File: config.mk
export PLATFORM = sky130hd
export DESIGN_NAME = mp_link_uart
export DESIGN_NICKNAME = d
export VERILOG_FILES = /design/src/rtl/mp_link_pkg.sv /design/src/rtl/mp_link_uart_rx.sv /design/src/rtl/mp_link_uart.sv
export SDC_FILE = /design/constraint.sdc
export NUM_CORES = 1
export LEC_CHECK = 0
export ABC_AREA = 1
export BUFFER_PORTS_ARGS = -buffer_cell sky130_fd_sc_hd__clkbuf_2
export CORE_MARGIN = 2
export CORE_UTILIZATION = 60
export DETAILED_ROUTE_END_ITERATION = 7
export HOLD_SLACK_MARGIN = 0.02
export PLACE_DENSITY = 0.87
export SYNTH_ARGS = -nofsm -noshare
export SYNTH_HDL_FRONTEND = slang
export SYNTH_SLANG_ARGS = --single-unit
File: constraint.sdc
create_clock -name clk -period 2.4 [get_ports clk]
set_input_delay 0.36 -clock clk [delete_from_list [all_inputs] [get_ports clk]]
set_output_delay 0.36 -clock clk [all_outputs]
set_load 0.01 [all_outputs]
File: src/rtl/mp_link_pkg.sv
// Shared definitions for the two-board multiplayer UART link.
package mp_link_pkg;

    localparam logic [3:0] SYNC_NIBBLE = 4'hA;

    localparam int PL_READY    = 0;
    localparam int PL_GAMEOVER = 1;
    localparam int PL_MULTI    = 2;

    typedef enum logic [1:0] {
        ST_IDLE  = 2'd0,
        ST_START = 2'd1,
        ST_DATA  = 2'd2,
        ST_STOP  = 2'd3
    } uart_state_t;

    // Status byte: sync nibble, reserved zero, then {multiplayer, game_over, player_ready}.
    function automatic logic [7:0] make_frame(input logic [2:0] status);
        return {SYNC_NIBBLE, 1'b0, status};
    endfunction

endpackage

File: src/rtl/mp_link_uart_rx.sv
// Receiver: synchronises rx, decodes 8N1 frames and accepts only well-formed status bytes.
module mp_link_uart_rx
    import mp_link_pkg::*;
#(
    parameter int CLKS_PER_BIT = 6771
) (
    input  logic       clk,
    input  logic       rst,
    input  logic       rx,
    output logic       rx_valid,
    output logic [7:0] rx_data
);

    localparam int CNT_W = $clog2(CLKS_PER_BIT);
    localparam logic [CNT_W-1:0] BIT_LAST  = CNT_W'(CLKS_PER_BIT - 1);
    localparam logic [CNT_W-1:0] HALF_LAST = CNT_W'(CLKS_PER_BIT / 2 - 1);

    uart_state_t      state;
    logic [CNT_W-1:0] cnt;
    logic [2:0]       bit_idx;
    logic             rx_p0;
    logic             rx_p1;
    logic             rx_p2;
    logic [7:0]       shift;
    logic             fall;
    logic             bit_end;
    logic             frame_ok;

    assign fall     = rx_p2 & ~rx_p1;
    assign bit_end  = (cnt == BIT_LAST);
    assign frame_ok = (shift[7:3] == {SYNC_NIBBLE, 1'b0});
    assign rx_data  = shift;

    // Two-flop synchroniser plus one extra stage for falling-edge detection; idles high.
    always_ff @(posedge clk) begin
        if (rst) begin
            rx_p0 <= 1'b1;
            rx_p1 <= 1'b1;
            rx_p2 <= 1'b1;
        end else begin
            rx_p0 <= rx;
            rx_p1 <= rx_p0;
            rx_p2 <= rx_p1;
        end
    end

    // Frame FSM: mid-bit sampling, glitch rejection on start, frame check on stop.
    always_ff @(posedge clk) begin
        if (rst) begin
            state    <= ST_IDLE;
            cnt      <= '0;
            bit_idx  <= '0;
            rx_valid <= 1'b0;
        end else begin
            rx_valid <= 1'b0;
            case (state)
                ST_IDLE: begin
                    cnt <= '0;
                    if (fall) state <= ST_START;
                end
                ST_START: begin
                    if (cnt == HALF_LAST) begin
                        cnt     <= '0;
                        bit_idx <= '0;
                        state   <= rx_p1 ? ST_IDLE : ST_DATA;
                    end else begin
                        cnt <= cnt + 1'b1;
                    end
                end
                ST_DATA: begin
                    if (bit_end) begin
                        cnt <= '0;
                        if (bit_idx == 3'd7) state <= ST_STOP;
                        else                 bit_idx <= bit_idx + 1'b1;
                    end else begin
                        cnt <= cnt + 1'b1;
                    end
                end
                ST_STOP: begin
                    if (bit_end) begin
                        cnt      <= '0;
                        state    <= ST_IDLE;
                        rx_valid <= rx_p1 & frame_ok;
                    end else begin
                        cnt <= cnt + 1'b1;
                    end
                end
            endcase
        end
    end

    // Data shift register, LSB arrives first.
    always_ff @(posedge clk) begin
        if (state == ST_DATA && bit_end) shift <= {rx_p1, shift[7:1]};
    end

endmodule

File: src/rtl/mp_link_uart.sv
// Multiplayer link top: status transmitter with heartbeat, link supervision and opponent status.
module mp_link_uart
    import mp_link_pkg::*;
#(
    parameter int CLKS_PER_BIT   = 6771,
    parameter int HEARTBEAT_CLKS = 6_500_000,
    parameter int TIMEOUT_CLKS   = 32_500_000
) (
    input  logic clk,
    input  logic rst,
    input  logic player_ready,
    input  logic game_over,
    input  logic multiplayer,
    input  logic rx,
    output logic tx,
    output logic opponent_ready,
    output logic victory,
    output logic link_up
);

    localparam int CNT_W = $clog2(CLKS_PER_BIT);
    localparam int HB_W  = $clog2(HEARTBEAT_CLKS);
    localparam int TO_W  = $clog2(TIMEOUT_CLKS);
    localparam logic [CNT_W-1:0] BIT_LAST = CNT_W'(CLKS_PER_BIT - 1);
    localparam logic [HB_W-1:0]  HB_LAST  = HB_W'(HEARTBEAT_CLKS - 1);
    localparam logic [TO_W-1:0]  TO_LAST  = TO_W'(TIMEOUT_CLKS - 1);

    uart_state_t      tx_state;
    logic [CNT_W-1:0] tx_cnt;
    logic [2:0]       tx_bit;
    logic [7:0]       tx_shift;
    logic [2:0]       last_sent;
    logic             sent_valid;
    logic             pending;
    logic [HB_W-1:0]  hb_cnt;
    logic [TO_W-1:0]  to_cnt;
    logic             opp_ready;
    logic             rx_valid;
    logic [7:0]       rx_data;
    logic [2:0]       status;
    logic             tx_bit_end;
    logic             launch_req;
    logic             do_launch;
    logic             unused_rx_bits;

    assign status     = {multiplayer, game_over, player_ready};
    assign tx_bit_end = (tx_cnt == BIT_LAST);
    assign launch_req = !sent_valid || pending || (status != last_sent) || (hb_cnt == HB_LAST);
    // Launch from IDLE, or straight out of the last stop-bit cycle so back-to-back frames have no gap.
    assign do_launch  = launch_req && ((tx_state == ST_IDLE) || (tx_state == ST_STOP && tx_bit_end));

    assign opponent_ready = opp_ready & link_up;
    assign unused_rx_bits = ^{rx_data[7:3], rx_data[PL_MULTI]};

    mp_link_uart_rx #(
        .CLKS_PER_BIT(CLKS_PER_BIT)
    ) u_rx (
        .clk     (clk),
        .rst     (rst),
        .rx      (rx),
        .rx_valid(rx_valid),
        .rx_data (rx_data)
    );

    // TX FSM with heartbeat and change detection; a launch overrides the per-state updates.
    always_ff @(posedge clk) begin
        if (rst) begin
            tx_state   <= ST_IDLE;
            tx_cnt     <= '0;
            tx_bit     <= '0;
            tx         <= 1'b1;
            last_sent  <= '0;
            sent_valid <= 1'b0;
            pending    <= 1'b0;
            hb_cnt     <= '0;
        end else begin
            if (hb_cnt != HB_LAST) hb_cnt <= hb_cnt + 1'b1;
            if (tx_state != ST_IDLE && status != last_sent) pending <= 1'b1;
            case (tx_state)
                ST_IDLE: begin
                    tx     <= 1'b1;
                    tx_cnt <= '0;
                end
                ST_START: begin
                    if (tx_bit_end) begin
                        tx_state <= ST_DATA;
                        tx_cnt   <= '0;
                        tx_bit   <= '0;
                        tx       <= tx_shift[0];
                    end else begin
                        tx_cnt <= tx_cnt + 1'b1;
                    end
                end
                ST_DATA: begin
                    if (tx_bit_end) begin
                        tx_cnt <= '0;
                        if (tx_bit == 3'd7) begin
                            tx_state <= ST_STOP;
                            tx       <= 1'b1;
                        end else begin
                            tx_bit <= tx_bit + 1'b1;
                            tx     <= tx_shift[1];
                        end
                    end else begin
                        tx_cnt <= tx_cnt + 1'b1;
                    end
                end
                ST_STOP: begin
                    if (tx_bit_end) begin
                        tx_state <= ST_IDLE;
                        tx_cnt   <= '0;
                    end else begin
                        tx_cnt <= tx_cnt + 1'b1;
                    end
                end
            endcase
            if (do_launch) begin
                tx_state   <= ST_START;
                tx_cnt     <= '0;
                tx         <= 1'b0;
                last_sent  <= status;
                sent_valid <= 1'b1;
                pending    <= 1'b0;
                hb_cnt     <= '0;
            end
        end
    end

    // Outgoing payload: loaded at launch, shifted right as each data bit completes.
    always_ff @(posedge clk) begin
        if (do_launch)                                 tx_shift <= make_frame(status);
        else if (tx_state == ST_DATA && tx_bit_end)    tx_shift <= tx_shift >> 1;
    end

    // Link supervision: valid frames refresh the timeout and the stored opponent status.
    always_ff @(posedge clk) begin
        if (rst) begin
            to_cnt    <= '0;
            link_up   <= 1'b0;
            opp_ready <= 1'b0;
        end else if (rx_valid) begin
            to_cnt    <= '0;
            link_up   <= 1'b1;
            opp_ready <= rx_data[PL_READY];
        end else if (link_up) begin
            if (to_cnt == TO_LAST) begin
                to_cnt    <= '0;
                link_up   <= 1'b0;
                opp_ready <= 1'b0;
            end else begin
                to_cnt <= to_cnt + 1'b1;
            end
        end
    end

    // Victory latch: opponent lost while we are alive in multiplayer; survives link drops.
    always_ff @(posedge clk) begin
        if (rst || !multiplayer) begin
            victory <= 1'b0;
        end else if (rx_valid && rx_data[PL_GAMEOVER] && !game_over) begin
            victory <= 1'b1;
        end
    end

endmodule

==> qor.log <==
qor: job.maxCapViolCount 0
qor: floorplanning.row_count 35
qor: worst_setup_path.launch_point_of_the_worst_reg_to_reg_path hb_cnt[0]
qor: power_and_ir_drop.p_per_area 756.2 nW/µm²
qor: worst_setup_path.timing.critical_path.slowest_cell_delay 0.37 ns
qor: global_route.gr-usage-all-layers 0.2522
qor: worst_setup_path.slowest_stage sky130_fd_sc_hd__dfxtp_1
qor: cells_and_area.postLayoutCoreUtil 0.6857
qor: place.gp_congestion 0.8890
qor: floorplanning.ioPinCount 10
qor: sta.worst_slew_pin_slew 0.5822 ns
qor: power_and_ir_drop.seq_power_share 0.429
qor: run_status.outcome complete, no violations
qor: synthesis.netlist_instances 749
qor: route.routedWlPerCell 13.26 µm
qor: clock_network.tritoncts done
qor: power_and_ir_drop.leakagePower 2.351 nW
qor: route.postRouteWirelength 11.88 mm
qor: sta.unrepaired_setup_endpoints_after_global_routing false
qor: cells_and_area.fin_nets 794
qor: route.remaining_antenna_violation_count_after_routing 0
qor: floorplanning.die-area 9988 µm²
qor: route.route.detailed.vias_per_inst 5.519
qor: route.detailroute.via_count 4945
qor: worst_setup_path.path_cells ha_1 -> nand2_1 -> inv_1 -> nand2_2 -> nor2_2 -> nand3_2 -> nand2_2 -> nand2_4 -> nand2_4 -> nor3_1
qor: worst_setup_path.worst_setup_path_type register to register
qor: place.portBuffers 9
qor: worst_setup_path.beginning_of_the_critical_path hb_cnt[0]
qor: cells_and_area.area.growth.synth_to_final 12.55%
qor: route.detail_route.iter0.violations 381
qor: sta.clock-skew-final 0.008991 ns
qor: sta.pins_over_slew_limit 0
qor: clock_network.post-cts-setup-buffers 0
qor: place.detailedPlacementHpwl 7.864 mm
qor: sta.max_slew_margin 0.6077
qor: synthesis.mappedNetlistArea 5523 µm²
qor: synthesis.synth.distinct_cells 41
qor: worst_setup_path.path_max_fanout 23
qor: clock_network.cts.sinks 113
qor: floorplanning.floorplan.die.height 99.94 µm
qor: sta.max_freq 0.5126 GHz
qor: hold_path.min_from multiplayer
qor: power_and_ir_drop.net-switching-power 1.216 mW
qor: cells_and_area.antenna_cells 0
qor: synthesis.synth_enable_flop_cells 11
qor: route.count_of_unresolved_drc_violations_after_routing 0
qor: global_route.grt_start_max_net_pins 24
qor: cells_and_area.post_route_cells_drive_above_1_share 0.09682
qor: power_and_ir_drop.pwr-share-clk 0.490
qor: power_and_ir_drop.power.share.combinational 0.081
qor: floorplanning.core_region_area 9065 µm²
qor: clock_network.clock_tree.root_cell sky130_fd_sc_hd__clkbuf_8
qor: synthesis.ys_dominant_reg_cell sky130_fd_sc_hd__dfxtp_1
qor: power_and_ir_drop.worst_ir_drop_vdd 0.5428 mV
qor: clock_network.htreeDepth 4
qor: sta.layout_worst_path_cycle_share 0.8129
qor: sta.sum_of_negative_setup_slack 0 ns
qor: global_route.antenna_found_initial 0
qor: floorplanning.fp.dieW 99.94 µm
qor: synthesis.post_synthesis_sequential_area_ratio 0.4295
qor: synthesis.postSynthAreaPerCell 7.374 µm²
qor: worst_setup_path.worstPathArrival 2.34 ns
qor: floorplanning.floorplan.initialDensity 0.6092
qor: global_route.grt_pass1_wl 20.42 mm
qor: synthesis.synthesis.yosys.warnings 0
qor: global_route.vias_in_the_first_global_route 4819
qor: clock_network.clk_pin_slew_worst_paths 0.06 ns
qor: clock_network.largest_buffer_count_on_any_clock_path 2
qor: worst_setup_path.critPathCaptureType register
qor: sta.timing.final.setup_violations 0
qor: clock_network.clock_insertion_delay_worst_skew 0.52 ns
qor: synthesis.async_reset_ff_frac 0
qor: worst_setup_path.start_kind register
qor: sta.finalHoldViolations 0
qor: global_route.grt_overflow_total 0
qor: route.drtPass1Iterations 6
qor: clock_network.cts_buffers 17
qor: synthesis.yosys_register_bits 113
qor: sta.layout_min_cycle_time 1.951 ns
qor: power_and_ir_drop.p_int 3.484 mW
qor: synthesis.postSynthNetCount 771
qor: hold_path.class_of_the_tightest_hold_or_removal_check input pin to register
qor: worst_setup_path.timing.critical_path.required 2.79 ns
qor: power_and_ir_drop.power_switching_share 0.2588
-- repair_timing --
action / 4_1_cts / 5_1_grt
resized for setup: 0 / 0
hold buffers: 1 / 0
hold endpoints to repair: 1 / 0
-- worst paths after layout --
kind                      to  slack, ns  depth (start not counted)
hold / removal       victory       0.10                          3
setup / recovery  hb_cnt[15]       0.45                         10
setup reg to reg  hb_cnt[15]       0.45                         10
hold reg to reg   u_rx.rx_p1       0.41                          1
-- stage by stage --
stage	std cells	setup slack (ns)	power, mW	area (µm²)	hold slack (ns)
after global routing	896	0.2978	4.865	6216	0.08986
final	896	0.4491	4.700	6216	0.1043
after floorplan	749	0.5653	2.350	5523	0.3895
after global placement	863	0.6069	2.396	5667	0.3950
after CTS	896	0.4730	4.714	6216	0.09155
after detailed placement	863	0.5183	2.418	5667	0.3934
-- sequential cells by signal, summed over array words and instances, names as in the netlist, 2 cells and up, named ones only --
name and cells:
to_cnt 25, hb_cnt 23, tx_cnt 13, u_rx.cnt 13, tx_shift 8, u_rx.rx_data 8
last_sent 3, tx_bit 3, u_rx.bit_idx 3, tx_state 2
-- power by group through the flow --
stage / sequential [mW] / clock (mW) / combinational (mW)
finish: 2.02 / 2.31 / 0.379
global route: 2.02 / 2.42 / 0.427
CTS: 2.02 / 2.32 / 0.379
detailed placement: 2.05 / 0 / 0.364
global placement: 2.05 / 0 / 0.345
floorplan: 2.04 / 0 / 0.306
-- cell usage after synthesis, types with 4 or more instances --
| cell | instances | area share |
|---|---|---|
| sky130_fd_sc_hd__inv_1 | 96 | 0.065 |
| sky130_fd_sc_hd__a21oi_1 | 51 | 0.046 |
| sky130_fd_sc_hd__nand3_1 | 57 | 0.052 |
| sky130_fd_sc_hd__xnor2_1 | 10 | 0.016 |
| sky130_fd_sc_hd__dfxtp_1 | 102 | 0.37 |
| sky130_fd_sc_hd__nor2_1 | 105 | 0.071 |
| sky130_fd_sc_hd__nand2_2 | 7 | 0.0079 |
| sky130_fd_sc_hd__nor3_1 | 31 | 0.028 |
| sky130_fd_sc_hd__ha_1 | 16 | 0.036 |
| sky130_fd_sc_hd__edfxtp_1 | 11 | 0.060 |
| sky130_fd_sc_hd__xor2_1 | 15 | 0.024 |
| sky130_fd_sc_hd__nand2_1 | 158 | 0.11 |
| sky130_fd_sc_hd__nand4_1 | 15 | 0.017 |
| sky130_fd_sc_hd__nor2_4 | 4 | 0.0082 |
| sky130_fd_sc_hd__nor3b_1 | 6 | 0.0082 |
| sky130_fd_sc_hd__nand3_2 | 5 | 0.0091 |
| sky130_fd_sc_hd__o21ai_0 | 18 | 0.016 |
-- worst max-delay path: cells and delay by family (launching register included) --
family / cells / cell delay, ns
AND/OR/NAND/NOR: 8 / 1.16
buffers and inverters: 1 / 0.09
adder cells (fa/ha/maj): 1 / 0.20
flip-flops: 1 / 0.37
-- cell usage in the layout (no fill, tap or decap), types with 5 or more instances in the layout --
| cell | Yosys | layout |
|---|---|---|
| sky130_fd_sc_hd__xor2_1 | 15 | 15 |
| sky130_fd_sc_hd__nand4_1 | 15 | 15 |
| sky130_fd_sc_hd__nor3_1 | 31 | 31 |
| sky130_fd_sc_hd__dfxtp_1 | 102 | 102 |
| sky130_fd_sc_hd__inv_1 | 96 | 96 |
| sky130_fd_sc_hd__nand3_2 | 5 | 5 |
| sky130_fd_sc_hd__nor2_1 | 105 | 105 |
| sky130_fd_sc_hd__xnor2_1 | 10 | 10 |
| sky130_fd_sc_hd__a21oi_1 | 51 | 51 |
| sky130_fd_sc_hd__nand2_1 | 158 | 158 |
| sky130_fd_sc_hd__edfxtp_1 | 11 | 11 |
| sky130_fd_sc_hd__ha_1 | 16 | 16 |
| sky130_fd_sc_hd__nand2_2 | 7 | 7 |
| sky130_fd_sc_hd__nor3b_1 | 6 | 6 |
| sky130_fd_sc_hd__clkbuf_16 | 0 | 16 |
| sky130_fd_sc_hd__clkbuf_2 | 0 | 9 |
| sky130_fd_sc_hd__o21ai_0 | 18 | 18 |
| sky130_fd_sc_hd__nand3_1 | 57 | 57 |
-- layout make-up --
type,count,area [µm²]
Timing Repair Buffer,12,70.07
Tap cell,111,138.9
Fill cell,643,2849
Multi-Input combinational cell,529,2724
Sequential cell,113,2372
Clock buffer,19,431.7
Clock inverter,13,107.6
Inverter,99,371.6
-- cells by family (layout without fill, tap and decap cells) --
family	count (synthesis)	after routing	synth area share
AND/OR/NAND/NOR	408	408	0.3401
flip-flops	113	113	0.4295
adder cells (fa/ha/maj)	16	16	0.03625
XOR/XNOR	25	25	0.03965
AO/OA/AOI/OAI	80	80	0.07726
buffers and inverters	107	143	0.07725
-- per-layer routing --
| layer | GRT usage | vias to the layer above | part of all wire |
|---|---|---|---|
| met5 | 0 | - | 0 |
| met4 | 0.1064 | 0 | 0.024 |
| met1 | 0.2933 | 2246 | 0.42 |
| met2 | 0.4314 | 188 | 0.49 |
| met3 | 0.07869 | 39 | 0.062 |
| li1 | - | 2472 | - |
No activity file was read; power rests on OpenSTA's default activity.
